===== src/rtl/id_inst_queue.sv =====
// IF->ID instruction buffer: DEPTH-entry FIFO with valid/allow_in handshakes on both sides.
// A redirect (flush) discards all queued wrong-path instructions; storage itself is left untouched.
module id_inst_queue #(
    parameter int BUS_WD          = 64,
    parameter int DEPTH           = 4,
    parameter int ALLOW_FULL_PASS = 0,
    localparam int CNT_W          = $clog2(DEPTH + 1),
    localparam int PTR_W          = (DEPTH > 1) ? $clog2(DEPTH) : 1
) (
    input  logic              clk,
    input  logic              reset,
    input  logic              IF_to_ID_valid,
    input  logic [BUS_WD-1:0] IF_to_ID_bus,
    output logic              Q_allow_in,
    output logic              Q_to_ID_valid,
    output logic [BUS_WD-1:0] Q_to_ID_bus,
    input  logic              ID_allow_in,
    input  logic              flush,
    output logic [CNT_W-1:0]  count,
    output logic              full,
    output logic              empty
);

    logic [BUS_WD-1:0] mem [DEPTH];
    logic [PTR_W-1:0]  rd_ptr;
    logic [PTR_W-1:0]  wr_ptr;
    logic [CNT_W-1:0]  cnt;
    logic              full_w;
    logic              empty_w;
    logic              push;
    logic              pop;
    logic [BUS_WD-1:0] head;

    // Explicit wrap at DEPTH-1 so non-power-of-two depths work.
    function automatic logic [PTR_W-1:0] ptr_next(input logic [PTR_W-1:0] p);
        if (p == PTR_W'(DEPTH - 1)) begin
            ptr_next = '0;
        end else begin
            ptr_next = p + 1'b1;
        end
    endfunction

    assign full_w  = (cnt == CNT_W'(DEPTH));
    assign empty_w = (cnt == '0);

    assign pop  = ~empty_w & ID_allow_in;
    assign push = IF_to_ID_valid & Q_allow_in;

    generate
        if (ALLOW_FULL_PASS != 0) begin : g_full_pass
            assign Q_allow_in = ~full_w | pop;
        end else begin : g_no_full_pass
            assign Q_allow_in = ~full_w;
        end
    endgenerate

    always_comb begin
        head = '0;
        for (int i = 0; i < DEPTH; i++) begin
            if (rd_ptr == PTR_W'(i)) begin
                head = mem[i];
            end
        end
    end

    assign Q_to_ID_valid = ~empty_w;
    assign Q_to_ID_bus   = head;
    assign count         = cnt;
    assign full          = full_w;
    assign empty         = empty_w;

    always_ff @(posedge clk or posedge reset) begin
        if (reset) begin
            rd_ptr <= '0;
            wr_ptr <= '0;
            cnt    <= '0;
        end else if (flush) begin
            rd_ptr <= '0;
            wr_ptr <= '0;
            cnt    <= '0;
        end else begin
            if (push) begin
                wr_ptr <= ptr_next(wr_ptr);
            end
            if (pop) begin
                rd_ptr <= ptr_next(rd_ptr);
            end
            case ({push, pop})
                2'b10:   cnt <= cnt + 1'b1;
                2'b01:   cnt <= cnt - 1'b1;
                default: cnt <= cnt;
            endcase
        end
    end

    // A push coinciding with a flush is dropped; flush does not clear storage.
    always_ff @(posedge clk or posedge reset) begin
        if (reset) begin
            for (int i = 0; i < DEPTH; i++) begin
                mem[i] <= '0;
            end
        end else if (push && !flush) begin
            for (int i = 0; i < DEPTH; i++) begin
                if (wr_ptr == PTR_W'(i)) begin
                    mem[i] <= IF_to_ID_bus;
                end
            end
        end
    end

endmodule


===== config.mk =====
export PLATFORM = sky130hd
export DESIGN_NAME = id_inst_queue
export DESIGN_NICKNAME = d
export VERILOG_FILES = /design/src/rtl/id_inst_queue.sv
export SDC_FILE = /design/constraint.sdc
export NUM_CORES = 1
export LEC_CHECK = 0
export BUFFER_PORTS_ARGS = -buffer_cell sky130_fd_sc_hd__buf_2
export CORE_MARGIN = 1.5
export CORE_UTILIZATION = 40
export CTS_BUF_LIST = sky130_fd_sc_hd__clkbuf_16
export DETAILED_ROUTE_END_ITERATION = 8
export PLACE_DENSITY_LB_ADDON = 0.12
export SLEW_MARGIN = 20
export SYNTH_ARGS = -nofsm -noshare
export SYNTH_HDL_FRONTEND = slang
export SYNTH_SLANG_ARGS = --single-unit

===== constraint.sdc =====
create_clock -name clk -period 10 [get_ports clk]
set_input_delay 1 -clock clk [delete_from_list [all_inputs] [get_ports clk]]
set_output_delay 1 -clock clk [all_outputs]
set_load 0.03 [all_outputs]

==> results.tsv <==
metric	value	unit
Total GRT Usage	0.178	
post-route clock period utilization	0.439	
Synth Cell Area	12600	sq um
CTS resizes	0	
CTS Buf Count	30	
clock slew at reported path FFs	0.06	ns
Gate Count Post-Synth	1045	
min-delay src	mem[61]	
switching pwr	0.00147	W
WL/cell	18.4	microns
CTS tree	done	
syn_area_per_cell	12.0	sq um
Critical Path Fanout Max	67	
H-Tree Depth	1	
Gate power share	0.363	
reg2reg end	mem[17]	
PwrDens	288	nW/um^2
initial antenna violation count	4	
final hold vios	0	
Critical Path End Type	primary output	
die width	180	microns
area grow syn2layout	14.2	%
clock buffer depth	3	
worst clock skew	0.0316	ns
RSZ-0062 raised after global routing	no	
Vias	8132	
crit path DAT	3.39	ns
hold slack	0.490	ns
clock power share	0.243	
layout cells sized above 1	0.385	
RR Startpoint	count[0]	
failing checks	DRC	
clock sink count	263	
Post-Place Cells	1508	
M1 GR Usage	0.247	
vias per std cell	5.20	
setup TNS	0	ns
Die ar.	32500	sq um
worst reg2reg path depth	4	
pin count of the biggest net entering global routing	172	
post-route insts no fill	1565	
GPL Wtd Cong	0.706	
Leak	6.78	nW
cell-internal power	0.00267	W
Hold Crit Class	reg -> reg	
via count of the first global-routing pass	8432	
Switching Fraction	0.356	
global-route wire length before repair	46.8	mm
Starting Density	0.409	
fillers	2910	
Core ar.	30700	sq um
Pre-Repair DR Iteration Count	8	
port buffer count	139	
fin. max-slew vios	0	
gr busiest metal	met2	
Synthesized Nets	1123	
Seq/Total Area, Yosys	0.523	
setup bufs post-CTS	0	
Worst-Margin Slew	1.07	ns
max cap viols	0	
Util after Layout	0.468	
Max-Slew Margin vs Limit	0.290	
R2R Setup Slk	6.98	ns
DRC	8	
Row Count	64	
Ys Warns	0	
Sequential Power Share	0.394	
Cell variety after synth	38	
Period minus WS final	4.39	ns
final-stage net count	1222	
Crit path required time	9.00	ns
Seq cells post-synth	263	
outcome	finished, violations left	
antenna violation net count after detailed routing	0	
met3 Usage GRT	0.0340	
io pins	140	
root buffer cell	clkbuf_16	
Max Clk Rate	0.228	GHz
chip height	180	microns
CP Class	reg -> out	
DP HPWL	15.3	mm
Overflow after GRT	0	
met2 track demand over resource	0.294	
hold path cells	1	
Setup-failing EPs final	0	
CP startpoint kind	register	
worst vdd ir	0.169	mV
DRT iter0 DRCs	309	
endpoint of the worst hold path	mem[61]	
Routed WL	28.7	mm
hold-fix buffers at CTS	0	
worst-skew pair later-pin latency	0.56	ns
-- synth_stat cells, drive strengths merged --
library cell,number,area share
a21oi,134,0.053
fa,1,0.0016
and2,1,0.00050
a221oi,1,0.00070
or3b,1,0.00070
nor2b,1,0.00050
dfrtp,263,0.52
a311oi,1,0.00070
mux2,256,0.25
nor3b,1,0.00060
o21ai,67,0.027
nand2,64,0.019
nand3b,2,0.0012
a2111oi,1,0.00070
a22o,64,0.045
ha,8,0.0080
a211oi,1,0.00060
xnor2,2,0.0014
nor4,1,0.00050
mux2i,1,0.00080
or2,1,0.00050
nand3,6,0.0036
a31oi,1,0.00050
nand2b,5,0.0025
buf,29,0.021
and3,1,0.00089
o22ai,1,0.00050
inv,73,0.022
o31ai,1,0.00060
or3,2,0.00099
clkbuf,52,0.016
nor2,2,0.00060
-- cells in the final DEF (no fill, tap or decap), types with 2 or more instances in the layout --
master	synthesis	layout
a21oi_1	134	134
a22o_1	64	64
buf_2	18	139
buf_4	0	8
clkbuf_16	0	30
clkinv_1	0	12
clkinv_2	0	4
clkinvlp_4	0	2
dfrtp_1	263	263
diode_2	0	2
ha_1	8	4
ha_4	0	3
inv_1	73	76
mux2_1	4	4
mux2_2	192	192
mux2_4	60	60
nand2_1	64	64
nand2b_1	5	5
nand3_1	3	3
nand3_4	0	3
nand3b_1	2	2
nor2_1	2	2
o21ai_0	67	67
or3_1	2	2
xnor2_1	2	2
-- registers in the layout, indices dropped and copies added, names as in the netlist --
name,cells
count,3
mem,256
rd_ptr,2
wr_ptr,2
-- kinds of logic after synthesis --
kind of cell | count (synthesis) | share of synthesized area
xor gates and xnor gates | 2 | 0.00139
adders and majority gates | 9 | 0.00954
DFF | 263 | 0.523
AOI/OAI and AO/OA | 272 | 0.129
muxes | 257 | 0.248
and+or+nand+nor | 88 | 0.0321
buffers and inverters | 154 | 0.0579
-- critical path, stage by stage (launching register included) --
cell and delay, ns:
dfrtp_1 0.45, inv_1 0.19, ha_4 0.73, buf_4 0.74
a21oi_1 0.07, o21ai_0 0.12, a22o_1 0.21, buf_2 0.21
-- worst max path at each step --
stage	start	to	slack, ns
finish	rd_ptr[0]	Q_to_ID_bus[60]	5.61
global route	rd_ptr[0]	Q_to_ID_bus[24]	5.40
CTS	rd_ptr[0]	Q_to_ID_bus[60]	5.59
detailed placement	rd_ptr[0]	Q_to_ID_bus[60]	6.20
global placement	rd_ptr[0]	Q_to_ID_bus[60]	6.22
floorplan	reset	count[0]	1.76
-- area by class of cell --
cell class	instances	area, sq um	share of cell area
Sequential cell	263	6580	0.458
Tap cell	396	495	0.0344
Antenna cell	2	5.00	0.000348
Clock inverter	25	150	0.0104
Timing Repair Buffer	148	776	0.0539
Clock buffer	30	751	0.0522
Inverter	73	282	0.0196
Multi-Input combinational cell	628	5340	0.371
-- stage by stage --
| stage | setup slack [ns] | cell area [sq um] | total power, W |
|---|---|---|---|
| floorplan | 1.76 | 12600 | 0.00278 |
| global placement | 6.22 | 13500 | 0.00314 |
| detailed placement | 6.20 | 13500 | 0.00317 |
| CTS | 5.59 | 14400 | 0.00420 |
| global route | 5.40 | 14400 | 0.00441 |
| finish | 5.61 | 14400 | 0.00414 |
-- metal layers --
metal / up-vias / part of all wire
li1: 3881 / -
met1: 4090 / 0.48
met2: 121 / 0.46
met3: 34 / 0.043
met4: 6 / 0.012
met5: - / 0.0012
-- power groups by stage --
stage,Combinational [W],Sequential [W],Clock (W)
final,0.00150,0.00163,0.00101
after global routing,0.00165,0.00168,0.00108
after CTS,0.00153,0.00163,0.00104
after detailed placement,0.00153,0.00164,0
after global placement,0.00151,0.00163,0
after floorplan,0.00118,0.00160,0
No activity file was read; power rests on OpenSTA's default activity.
